[src/rtl/fetch_unit_if.sv]
// Fetch-unit bus bundle: instruction-memory request/ack port plus decoder-side valid/ready issue port.
// master = fetch unit, slave = memory/decoder environment.
interface fetch_unit_if;
  logic        imem_req;
  logic [31:0] imem_addr;
  logic        imem_ack;
  logic [31:0] imem_rdata;
  logic        instr_valid;
  logic        instr_ready;
  logic [31:0] instr;
  logic [5:0]  op;
  logic [5:0]  funct;
  logic [31:0] pc_plus4;
  logic        branch;
  logic        zero;
  logic        jump;
  logic [31:0] instr_count;

  modport master (
    output imem_req, imem_addr, instr_valid, instr, op, funct, pc_plus4, instr_count,
    input  imem_ack, imem_rdata, instr_ready, branch, zero, jump
  );

  modport slave (
    input  imem_req, imem_addr, instr_valid, instr, op, funct, pc_plus4, instr_count,
    output imem_ack, imem_rdata, instr_ready, branch, zero, jump
  );
endinterface

[src/rtl/fetch_unit.sv]
// Two-state instruction fetch: ack in cycle N gives instr_valid in N+1, so at least 2 cycles per instruction.
// Backpressure: instr_ready=0 holds the issued instruction indefinitely; memory waits by withholding imem_ack.
module fetch_unit #(
  parameter logic [31:0] RESET_PC = 32'h0000_0000
) (
  input logic          clk,
  input logic          rst_n,
  fetch_unit_if.master bus
);

  typedef enum logic {FETCH = 1'b0, ISSUE = 1'b1} state_t;

  state_t      state, state_nxt;
  logic [31:0] pc;
  logic [31:0] instr_q;
  logic [31:0] count_q;
  logic [31:0] pc_plus4;
  logic [31:0] br_off;
  logic [31:0] jump_tgt;
  logic [31:0] pc_nxt;
  logic        req_raw;
  logic        valid_raw;
  logic        take_ack;
  logic        fire;

  always_ff @(posedge clk or negedge rst_n) begin
    if (!rst_n) state <= FETCH;
    else        state <= state_nxt;
  end

  always_comb begin
    state_nxt = state;
    req_raw   = 1'b0;
    valid_raw = 1'b0;
    case (state)
      FETCH: begin
        req_raw = 1'b1;
        if (bus.imem_ack) state_nxt = ISSUE;
      end
      ISSUE: begin
        valid_raw = 1'b1;
        if (bus.instr_ready) state_nxt = FETCH;
      end
      default: state_nxt = FETCH;
    endcase
  end

  assign take_ack = (state == FETCH) && bus.imem_ack;
  assign fire     = (state == ISSUE) && bus.instr_ready;

  assign pc_plus4 = pc + 32'd4;
  assign br_off   = {{14{instr_q[15]}}, instr_q[15:0], 2'b00};
  assign jump_tgt = {pc_plus4[31:28], instr_q[25:0], 2'b00};

  // Jump wins over a taken branch; an untaken branch falls through.
  always_comb begin
    pc_nxt = pc_plus4;
    if (bus.jump)                      pc_nxt = jump_tgt;
    else if (bus.branch && bus.zero)   pc_nxt = pc_plus4 + br_off;
  end

  always_ff @(posedge clk or negedge rst_n) begin
    if (!rst_n) begin
      pc      <= RESET_PC;
      instr_q <= 32'h0;
      count_q <= 32'h0;
    end else begin
      if (take_ack) instr_q <= bus.imem_rdata;
      if (fire) begin
        pc      <= pc_nxt;
        count_q <= count_q + 32'd1;
      end
    end
  end

  // Request is masked by reset so it drops immediately, not at the next edge.
  assign bus.imem_req    = req_raw && rst_n;
  assign bus.instr_valid = valid_raw;
  assign bus.imem_addr   = pc;
  assign bus.instr       = instr_q;
  assign bus.op          = instr_q[31:26];
  assign bus.funct       = instr_q[5:0];
  assign bus.pc_plus4    = pc_plus4;
  assign bus.instr_count = count_q;

endmodule

[src/flat_wrapper.sv]
// flat-port wrapper written by rule: the top's interface ports become plain ports
module fetch_unit_flat 
#(
  parameter logic [31:0] RESET_PC = 32'h0000_0000
)
  (clk, rst_n, bus_imem_req, bus_imem_addr, bus_instr_valid, bus_instr, bus_op, bus_funct, bus_pc_plus4, bus_instr_count, bus_imem_ack, bus_imem_rdata, bus_instr_ready, bus_branch, bus_zero, bus_jump);
  fetch_unit_if bus_i ();
  input logic clk;
  input logic rst_n;
  output wire logic [$bits(bus_i.imem_req)-1:0] bus_imem_req;
  output wire logic [$bits(bus_i.imem_addr)-1:0] bus_imem_addr;
  output wire logic [$bits(bus_i.instr_valid)-1:0] bus_instr_valid;
  output wire logic [$bits(bus_i.instr)-1:0] bus_instr;
  output wire logic [$bits(bus_i.op)-1:0] bus_op;
  output wire logic [$bits(bus_i.funct)-1:0] bus_funct;
  output wire logic [$bits(bus_i.pc_plus4)-1:0] bus_pc_plus4;
  output wire logic [$bits(bus_i.instr_count)-1:0] bus_instr_count;
  input wire logic [$bits(bus_i.imem_ack)-1:0] bus_imem_ack;
  input wire logic [$bits(bus_i.imem_rdata)-1:0] bus_imem_rdata;
  input wire logic [$bits(bus_i.instr_ready)-1:0] bus_instr_ready;
  input wire logic [$bits(bus_i.branch)-1:0] bus_branch;
  input wire logic [$bits(bus_i.zero)-1:0] bus_zero;
  input wire logic [$bits(bus_i.jump)-1:0] bus_jump;
  assign bus_imem_req = bus_i.imem_req;
  assign bus_imem_addr = bus_i.imem_addr;
  assign bus_instr_valid = bus_i.instr_valid;
  assign bus_instr = bus_i.instr;
  assign bus_op = bus_i.op;
  assign bus_funct = bus_i.funct;
  assign bus_pc_plus4 = bus_i.pc_plus4;
  assign bus_instr_count = bus_i.instr_count;
  assign bus_i.imem_ack = bus_imem_ack;
  assign bus_i.imem_rdata = bus_imem_rdata;
  assign bus_i.instr_ready = bus_instr_ready;
  assign bus_i.branch = bus_branch;
  assign bus_i.zero = bus_zero;
  assign bus_i.jump = bus_jump;
  fetch_unit #(.RESET_PC(RESET_PC)) u_core (.clk(clk), .rst_n(rst_n), .bus(bus_i));
endmodule
[config.mk]
export PLATFORM = sky130hd
export DESIGN_NAME = fetch_unit_flat
export DESIGN_NICKNAME = d
export VERILOG_FILES = /design/src/rtl/fetch_unit_if.sv /design/src/rtl/fetch_unit.sv /design/src/flat_wrapper.sv
export SDC_FILE = /design/constraint.sdc
export NUM_CORES = 1
export LEC_CHECK = 0
export CAP_MARGIN = 20
export CORE_MARGIN = 1
export CORE_UTILIZATION = 45
export CTS_CLUSTER_SIZE = 30
export DETAILED_ROUTE_END_ITERATION = 6
export PLACE_DENSITY = 0.81
export SETUP_SLACK_MARGIN = 0.5
export SYNTH_ARGS = -nofsm -noshare
export SYNTH_HDL_FRONTEND = slang
export SYNTH_SLANG_ARGS = --single-unit
[constraint.sdc]
create_clock -name clk -period 9.2 [get_ports clk]
set_input_delay 2.3 -clock clk [delete_from_list [all_inputs] [get_ports clk]]
set_output_delay 2.3 -clock clk [all_outputs]
set_load 0.05 [all_outputs]
== Word-level counts from Yosys, hierarchy flattened ==
Cells that the tools add are included.

* Add/subtract/negate cells: 3
* Multiplexer cells: 7
* Bitwise operators: 1
* Reduce and logical (&&, ||, !) cells: 4

{| class="wikitable"
|+ Operators by type and width
! kind !! number
|-
| 32-bit 2-to-1 mux || 2
|-
| 32-bit by 1-bit adder with 32-bit output, second input constant || 1
|-
| 32-bit by 3-bit adder with 32-bit output, second input constant || 1
|-
| 32-bit adder || 1
|-
| 1-bit logical AND || 4
|-
| 1-bit 2-to-1 mux || 4
|-
| 1-bit case mux with 2 select lines || 1
|-
| 1-bit inverter || 1
|}

* Register bits: 97
* Output and inout bits: 142
* Logic and storage cells: 19

== Longest topological paths before layout ==
Gate-level depths: netlist (run 1).

* Depth in word-level cells: 4
* Depth in mapped cells: 15

== Worst setup path after synthesis (run 1) ==
No wires, ideal clock.

* Kind: in2out
* Start point: input port rst_n
* End point: output port bus_imem_req
* Data arrival time: 3007 ps
* Path slack: 3893 ps
* Cell stages on the path: 1
* Path buffers: 0
* Path through: nor2b_1

* Cells in the longest elaborated chain, start to end: 1

{| class="wikitable"
|+ Ends and longest elaborated chain
! what !! line !! source
|-
| start: declaration || flat_wrapper.sv:9 || <nowiki>input logic rst_n;</nowiki>
|-
| 1-bit logical AND || fetch_unit.sv:77 || <nowiki>assign bus.imem_req = req_raw && rst_n;</nowiki>
|-
| end: declaration || flat_wrapper.sv:10 || <nowiki>output wire logic [$bits(bus_i.imem_req)-1:0] bus_imem_req;</nowiki>
|}

Every way passes these cells.

== Final worst setup path (run 1) ==
Same ends and word-level chain as after synthesis.

==> impl_table.tex, run 1 <==
\begin{tabular}{lr}
\hline
Metric & Value \\
\hline
\multicolumn{2}{l}{\textbf{Run status}} \\
Result of the run & completed \\
\multicolumn{2}{l}{\textbf{Die}} \\
Count of pins on the block boundary & $\sim$180 \\
Die Height & 123 um \\
Effective utilization at floorplan & a little under half \\
Die W & about 120 um \\
Core area & approximately 14,000 um2 \\
Count of standard-cell rows & 43 \\
Full die area & 15,000 um2 \\
\multicolumn{2}{l}{\textbf{Placed design}} \\
Placer congestion estimate & between 0.9 and 1 \\
Port Buf Inserts & 176 \\
Post-DP Area & 8370 um2 \\
Setup slack at placement & just over 3 ns \\
Half-perimeter wire length after detailed placement & approximately 14,000 um \\
\multicolumn{2}{l}{\textbf{Synth}} \\
Number of storage elements in the synthesis netlist & 95 \\
Total number of yosys warnings & 0 \\
Post-synthesis cell type count & between 60 and 70 \\
Area fraction in compound gates after synthesis & between 10\% and 20\% \\
Post-Synthesis Mean Instance Area & around 9 um2 \\
Multiplexer area fraction after synthesis & around 6.3\% \\
Xor-xnor portion of the synthesized cell area & around 10\% \\
Count of flip-flops with a built-in enable after synthesis & 0 \\
Gate Count Post-Synth & 713 \\
Async set or reset register ratio after synthesis & 100\% \\
Main combinational cell family by area after synthesis & simple AND/OR/NAND/NOR gates \\
Area share of fa/ha/maj cells after synthesis & between 7 and 8\% \\
Combined area of all synthesized cells & 6540 um2 \\
Basic-gate share of the synthesized area counting and, or, nand and nor cells & 19.0\% \\
Sequential cell area fraction in the yosys report & a little over a third \\
Ys flop type & sky130\_fd\_sc\_hd\_\_dfrtp\_1 \\
\multicolumn{2}{l}{\textbf{CTS}} \\
Clock buffer count from CTS & 9 \\
Clock root buffer master & sky130\_fd\_sc\_hd\_\_clkbuf\_16 \\
CTS clk-pin slew, worst paths & roughly 0.070 ns \\
Number of buffers inserted for hold repair after clock tree synthesis & 0 \\
Buffer depth of the longest clock path & 2 \\
CTS tree & done \\
Clock Sinks & 95 \\
Clock latency reported for the late side of the worst-skew pair & roughly 0.36 ns \\
Post-CTS resize count & 0 \\
Number of H-tree branching levels & 3 \\
Number of setup buffers added after CTS & 0 \\
\multicolumn{2}{l}{\textbf{Critical path}} \\
Worst Path Class, Setup & in -> out \\
Worst path cell trace & buf\_4 > nor2b\_1 > clkdlybuf4s50\_1 \\
Critical path arrival & $\sim$3.8 ns \\
Capture point of the worst reg-to-reg path & u\_core.bus.imem\_addr[31] \\
Data required time at the worst endpoint & 6.90 ns \\
Crit path max fanout & 44 \\
Endpoint class of the critical path & output pin \\
Maximum cell stage delay along the critical path & about 0.82 ns \\
Path depth of the worst reg2reg path & 14 \\
Count of buffering cells on the critical path with inverters included & 2 \\
CP max stage cell & sky130\_fd\_sc\_hd\_\_clkdlybuf4s50\_1 \\
Register-to-Register Setup Slack & 4.83 ns \\
Kind of start point of the critical path & input pin \\
Family with the most delay on the worst path & buffers and inverters \\
Worst reg2reg path startpoint & u\_core.bus.imem\_addr[2] \\
\multicolumn{2}{l}{\textbf{Layout}} \\
Number of nets in the layout & 945 \\
Area Overhead vs Synth & 32.3\% \\
\# diodes & 0 \\
Total of fill cells in the finished design & about 1,200 \\
Final standard cell area without fillers & approximately 8700 um2 \\
Commonest cells after routing, fill and taps aside & 175 x sky130\_fd\_sc\_hd\_\_clkdlybuf4s50\_1, 95 x sky130\_fd\_sc\_hd\_\_dfrtp\_1, 79 x sky130\_fd\_sc\_hd\_\_nand2\_1, 52 x sky130\_fd\_sc\_hd\_\_nor2\_1, 48 x sky130\_fd\_sc\_hd\_\_xnor2\_1 \\
Most common cell after layout, fill and taps aside & sky130\_fd\_sc\_hd\_\_clkdlybuf4s50\_1 \\
Layout cell share with drive strength beyond 1 & under 10\% \\
\multicolumn{2}{l}{\textbf{Route}} \\
Total routed wirelength & 18,200 um \\
Count of unresolved DRC violations after routing & 0 \\
Violation count after the first detailed-route iteration & roughly 360 \\
Via/cell ratio & between 5 and 6 \\
Number of nets still failing antenna checks after routing & 0 \\
Number of vias after detailed routing & roughly 6,000 \\
First drt pass iteration count & 5 \\
DR WL/cell & 17.3 um \\
\multicolumn{2}{l}{\textbf{Min path}} \\
Path category of the worst min-delay check & reg -> reg \\
Min-delay src & u\_core.bus.instr\_count[31] \\
Hold-critical path depth & 1 \\
Hold Crit Endpoint & u\_core.bus.instr\_count[31] \\
\multicolumn{2}{l}{\textbf{Global route}} \\
Number of antenna violations at the first check in global routing & 0 \\
Global-route met1 utilization & between 30\% and 40\% \\
Pin count of the biggest net entering global routing & between 50 and 60 \\
First-pass GRT wire length & between 20,000 and 30,000 um \\
Global-route layer with the greatest usage & met2 \\
Global Route met3 Usage & under 10\% \\
Number of global-route vias before repair & 5,769 \\
Met2 layer usage reported by global route & a little over 40\% \\
Aggregate global routing overflow & 0 \\
Gr usage total & about a quarter \\
\multicolumn{2}{l}{\textbf{Timing}} \\
Final cycle utilization of the critical path & 66.2\% \\
Clock Skew & 0.00932 ns \\
Shortest clock period the worst path allows after layout & between 6 and 7 ns \\
Worst slew margin relative to its limit & between 30\% and 40\% \\
Hold violation count in the final report & 0 \\
Count of final max-slew check failures & 0 \\
Worst hold slack & 0.477 ns \\
Setup TNS & 0 ns \\
Finish-stage setup viols & 0 \\
Worst Max-Slew Pin Slew & $\sim$1.0 ns \\
Final worst setup slack & 3.11 ns \\
Setup repair after global routing missed its margin & no \\
Highest clock rate & about 160 MHz \\
\multicolumn{2}{l}{\textbf{Power}} \\
Peak ir drop on the vdd network & 0.000209 V \\
Static Leakage & between 0.003 and 0.004 uW \\
Total power density per cell area & roughly 330 nW/um2 \\
\multicolumn{2}{l}{\textbf{Flow run}} \\
Max-capacitance violation count & 0 \\
\hline
\end{tabular}
==> cells in the mapped netlist (3+ instances only) <==
| library cell | number | area, um2 |
|---|---|---|
| sky130_fd_sc_hd__a211oi_1 | 10 | 75.1 |
| sky130_fd_sc_hd__o31a_1 | 4 | 35.0 |
| sky130_fd_sc_hd__nand2b_1 | 6 | 37.5 |
| sky130_fd_sc_hd__dfrtp_1 | 95 | 2380 |
| sky130_fd_sc_hd__mux2i_1 | 5 | 50.1 |
| sky130_fd_sc_hd__o21bai_1 | 3 | 22.5 |
| sky130_fd_sc_hd__nor3b_1 | 4 | 30.0 |
| sky130_fd_sc_hd__xnor2_1 | 48 | 420 |
| sky130_fd_sc_hd__mux2_2 | 32 | 360 |
| sky130_fd_sc_hd__a31oi_1 | 9 | 56.3 |
| sky130_fd_sc_hd__and3_1 | 13 | 81.3 |
| sky130_fd_sc_hd__o211a_1 | 5 | 50.1 |
| sky130_fd_sc_hd__o211ai_1 | 8 | 60.1 |
| sky130_fd_sc_hd__ha_1 | 37 | 463 |
| sky130_fd_sc_hd__nor2b_1 | 4 | 25.0 |
| sky130_fd_sc_hd__clkbuf_1 | 21 | 78.8 |
| sky130_fd_sc_hd__and2_1 | 8 | 50.1 |
| sky130_fd_sc_hd__nand3_1 | 36 | 180 |
| sky130_fd_sc_hd__inv_1 | 12 | 45.0 |
| sky130_fd_sc_hd__nand2_1 | 79 | 297 |
| sky130_fd_sc_hd__a21oi_1 | 36 | 180 |
| sky130_fd_sc_hd__nor2_1 | 52 | 195 |
| sky130_fd_sc_hd__and4_1 | 6 | 52.6 |
| sky130_fd_sc_hd__nor3_1 | 11 | 55.1 |
| sky130_fd_sc_hd__nand4_1 | 14 | 87.6 |
| sky130_fd_sc_hd__a31o_2 | 3 | 26.3 |
| sky130_fd_sc_hd__buf_4 | 16 | 120 |
| sky130_fd_sc_hd__xor2_1 | 27 | 236 |
| sky130_fd_sc_hd__or3_1 | 5 | 31.3 |
| sky130_fd_sc_hd__o31ai_1 | 3 | 22.5 |
| sky130_fd_sc_hd__o21ai_0 | 36 | 180 |
| sky130_fd_sc_hd__o21a_1 | 5 | 37.5 |
| sky130_fd_sc_hd__a21o_1 | 20 | 150 |
==> state kept, by name, summed over array words and instances, names as in the netlist <==
name / count
u_core.bus.instr: 32
u_core.state: 1
u_core.bus.instr_count: 32
u_core.bus.imem_addr: 30
==> power breakdown <==
| part | internal [uW] | switching, uW |
|---|---|---|
| combinational | 659 | 1170 |
| sequential | 510 | 130 |
| clock | 189 | 185 |
| total | 1360 | 1480 |
==> stage by stage <==
| stage | power [uW] | cells | util [%] |
|---|---|---|---|
| 4_1_cts | 2840 | 1053 | 61.6 |
| 6_report | 2840 | 1053 | 61.6 |
| 3_5_place_dp | 2460 | 1037 | 59.6 |
| 2_1_floorplan | 1940 | 716 | - |
| 3_3_place_gp | 2440 | 1037 | 59.6 |
| 5_1_grt | 3010 | 1053 | 61.6 |
==> kinds of logic (layout without fill, tap and decap cells) <==
kind of cell	after synthesis	in the layout
xor gates and xnor gates	75	75
DFF	95	95
and+or+nand+nor	251	251
muxes	37	37
other	1	4
buffers and inverters	53	210
AOI/OAI and AO/OA	163	163
adders and majority gates	38	38
==> cell type report <==
| cell class | instances | area (um2) | share of cell area (%) |
|---|---|---|---|
| flip-flops and latches | 95 | 2380 | 27.5 |
| well taps | 180 | 225 | 2.60 |
| clock buffers | 9 | 225 | 2.60 |
| multi-input cells | 568 | 3920 | 45.2 |
| clock inverters | 7 | 61.3 | 0.709 |
| inverters | 12 | 45.0 | 0.521 |
| repair buffers | 182 | 1800 | 20.9 |
==> worst max-delay path by stage <==
stage,end,slack [ns],start,cells past startpoint
finish,bus_imem_req,3.11,rst_n,3
global placement,bus_imem_req,3.10,rst_n,3
detailed placement,bus_imem_req,3.09,rst_n,3
global route,bus_imem_req,2.96,rst_n,3
floorplan,bus_imem_req,3.89,rst_n,1
CTS,bus_imem_req,3.09,rst_n,3
==> routing by layer <==
layer  vias up  part of all wire (%)  routed length [um]
li1       2874                     -                   -
met1      2890                    44                7940
met2       191                    48                8780
met3        23                   6.0                1100
met4         0                   2.1                 383
met5         -                     0                   0
(Power assumes the default switching activity.)
==> inputs of run 2 (changes only) <==
- clock period: 9.2 -> 5.78 ns (I/O delays scaled with it)
==> run 2 against run 1 <==
Net effect: sequential cell count unchanged; sequential power up 59%; clock skew shrank 0.0015 ns; global-route usage down 0.093 points; worst hold slack barely moved; power is 64% higher; count of clock-buffer cells in the layout is 1 higher; via count up 0.79%; largest power group unchanged.
==> impl_table.tex, run 2 (synthesized netlist as in run 1, its figures left out) <==
\begin{tabular}{lr}
\hline
Metric & Value \\
\hline
\multicolumn{2}{l}{\textbf{Run status}} \\
Result of the run & completed \\
\multicolumn{2}{l}{\textbf{Die}} \\
Count of pins on the block boundary & 181 (unchanged) \\
Die Height & 123 um (unchanged) \\
Die W & 123 um (unchanged) \\
Effective utilization at floorplan & 46.6\% (unchanged) \\
Full die area & 15,000 um2 (unchanged) \\
Count of standard-cell rows & 43 (unchanged) \\
Core area & 14,000 um2 (unchanged) \\
\multicolumn{2}{l}{\textbf{Timing}} \\
Setup repair after global routing missed its margin & no \\
Clock Skew & 0.00782 ns (-0.00151 ns) \\
Count of final max-slew check failures & 0 (unchanged) \\
Shortest clock period the worst path allows after layout & $\sim$4.8 ns \\
Finish-stage setup viols & 0 (unchanged) \\
Worst Max-Slew Pin Slew & 0.963 ns (-0.0328 ns) \\
Hold violation count in the final report & 0 (unchanged) \\
Worst slew margin relative to its limit & 35.7\% (+2.2 points) \\
Final cycle utilization of the critical path & 82.6\% \\
Highest clock rate & roughly 210 MHz \\
Worst hold slack & 0.477 ns (+0.000245 ns) \\
Setup TNS & 0 ns (unchanged) \\
\multicolumn{2}{l}{\textbf{Power}} \\
Gate power share & 63.4\% (-0.9 points) \\
Switching share of power & 51.0\% (-1.2 points) \\
Total power density per cell area & 536 nW/um2 (+63\%) \\
Static Leakage & 0.00381 uW (+1.0\%) \\
Design internal power & 2290 uW (+69\%) \\
Sw power & 2380 uW (+60\%) \\
Clk pwr share & 14.8\% (+1.6 points) \\
Peak ir drop on the vdd network & 0.000384 V (+84\%) \\
Sequential group share of total power & 21.8\% (-0.7 points) \\
\multicolumn{2}{l}{\textbf{Route}} \\
DR WL/cell & 17.6 um (+1.6\%) \\
Via/cell ratio & 5.72 (+0.69\%) \\
Violation count after the first detailed-route iteration & 467 (+29\%) \\
Count of unresolved DRC violations after routing & 0 (unchanged) \\
Number of vias after detailed routing & 6,025 (+0.79\%) \\
First drt pass iteration count & 5 (unchanged) \\
Number of nets still failing antenna checks after routing & 0 (unchanged) \\
Total routed wirelength & 18,500 um (+1.7\%) \\
\multicolumn{2}{l}{\textbf{CTS}} \\
Buffer depth of the longest clock path & 2 (unchanged) \\
CTS tree & done \\
CTS clk-pin slew, worst paths & 0.07 ns (about the same) \\
Clock latency reported for the late side of the worst-skew pair & 0.35 ns (about the same) \\
Number of setup buffers added after CTS & 0 (unchanged) \\
Clock buffer count from CTS & 9 (unchanged) \\
Clock Sinks & 95 (unchanged) \\
Post-CTS resize count & 0 (unchanged) \\
Number of H-tree branching levels & 3 (unchanged) \\
Number of buffers inserted for hold repair after clock tree synthesis & 0 (unchanged) \\
Clock root buffer master & sky130\_fd\_sc\_hd\_\_clkbuf\_16 \\
\multicolumn{2}{l}{\textbf{Placed design}} \\
Placer congestion estimate & 0.901 (-1.3\%) \\
Port Buf Inserts & 176 (unchanged) \\
Post-DP Area & 8370 um2 (about the same) \\
Half-perimeter wire length after detailed placement & 14,000 um (+3.3\%) \\
\multicolumn{2}{l}{\textbf{Global route}} \\
Number of antenna violations at the first check in global routing & 0 (unchanged) \\
Aggregate global routing overflow & 0 (unchanged) \\
Gr usage total & 25.4\% (-0.093 points) \\
Pin count of the biggest net entering global routing & 72 (+33\%) \\
Number of global-route vias before repair & 5,748 (-0.36\%) \\
First-pass GRT wire length & 29,500 um (-0.56\%) \\
\multicolumn{2}{l}{\textbf{Flow run}} \\
Max-capacitance violation count & 0 (unchanged) \\
\multicolumn{2}{l}{\textbf{Layout}} \\
Most common cell after layout, fill and taps aside & sky130\_fd\_sc\_hd\_\_clkdlybuf4s50\_1 \\
Area Overhead vs Synth & 33.3\% \\
Number of nets in the layout & 946 (+0.11\%) \\
Commonest cells after routing, fill and taps aside & 175 x sky130\_fd\_sc\_hd\_\_clkdlybuf4s50\_1, 95 x sky130\_fd\_sc\_hd\_\_dfrtp\_1, 79 x sky130\_fd\_sc\_hd\_\_nand2\_1, 52 x sky130\_fd\_sc\_hd\_\_nor2\_1, 48 x sky130\_fd\_sc\_hd\_\_xnor2\_1 \\
\# diodes & 0 (unchanged) \\
Layout cell share with drive strength beyond 1 & 7.89\% (-0.0090 points) \\
Final standard cell area without fillers & 8720 um2 (+0.75\%) \\
\multicolumn{2}{l}{\textbf{Critical path}} \\
Kind of start point of the critical path & register \\
Crit path max fanout & 7 (-84\%) \\
Data required time at the worst endpoint & 4.34 ns (-2.56 ns) \\
CP max stage cell & sky130\_fd\_sc\_hd\_\_clkdlybuf4s50\_1 \\
Critical path arrival & 3.33 ns (-0.46 ns) \\
Worst Path Class, Setup & reg -> out \\
Worst path cell trace & ha\_1 > and2\_1 > and3\_2 > nand3\_1 > or4\_1 > xnor2\_1 > clkdlybuf4s50\_1 \\
Maximum cell stage delay along the critical path & 0.87 ns (+0.05 ns) \\
Endpoint class of the critical path & output pin \\
\multicolumn{2}{l}{\textbf{Min path}} \\
Path category of the worst min-delay check & reg -> reg \\
\hline
\end{tabular}
-- run 2: final timing paths --
check                      depth (start not counted)  slack [ns]                         end                       start
max                                                7        1.01            bus_pc_plus4[30]     u_core.bus.imem_addr[2]
min                                                1        0.48  u_core.bus.instr_count[31]  u_core.bus.instr_count[31]
max reg2reg                                       14        1.42    u_core.bus.imem_addr[31]     u_core.bus.imem_addr[2]
min reg2reg                                        1        0.48  u_core.bus.instr_count[31]  u_core.bus.instr_count[31]
max in group asynchronous                          2        3.56        u_core.bus.instr[29]                       rst_n
min in group asynchronous                          1        1.00         u_core.bus.instr[4]                       rst_n
-- run 2: final cells by class --
cell class                      count  area (um2)
Inverter                           12        45.0
Timing Repair Buffer              183        1810
Sequential cell                    95        2380
Fill cell                        1152        5320
Multi-Input combinational cell    568        3920
Clock inverter                      6         115
Clock buffer                       10         229
Tap cell                          180         225
-- run 2: per-layer routing --
metal	track usage [%]	up-vias	part of all wire [%]
met2	42.3	203	49
met4	9.98	0	2.3
met1	33.2	2927	43
li1	-	2862	-
met5	0	-	0
met3	3.72	33	6.2
-- run 2: critical path, delay by kind of cell, from the launching register on --
family                     cells  cell delay, ns
buffers and inverters          1            0.87
DFF                            1            0.46
adders and majority gates      1            0.27
and+or+nand+nor                4            1.12
xor gates and xnor gates       1            0.26
-- run 2: power groups by stage --
stage               Clock [uW]  Combinational, uW  Sequential, uW
floorplan                    0               1580            1510
global placement             0               2900            1020
detailed placement           0               2920            1020
CTS                        700               2950            1010
global route               722               3150            1050
finish                     693               2960            1020
-- run 2: metrics by stage --
stage | cells | setup WS, ns | utilization [%] | power (uW)
floorplan | 716 | 0.986 | - | 3090
global placement | 1038 | 1.44 | 59.6 | 3910
detailed placement | 1038 | 1.40 | 59.6 | 3950
CTS | 1054 | 1.00 | 62.1 | 4660
global route | 1054 | 0.786 | 62.1 | 4910
finish | 1054 | 1.01 | 62.1 | 4670
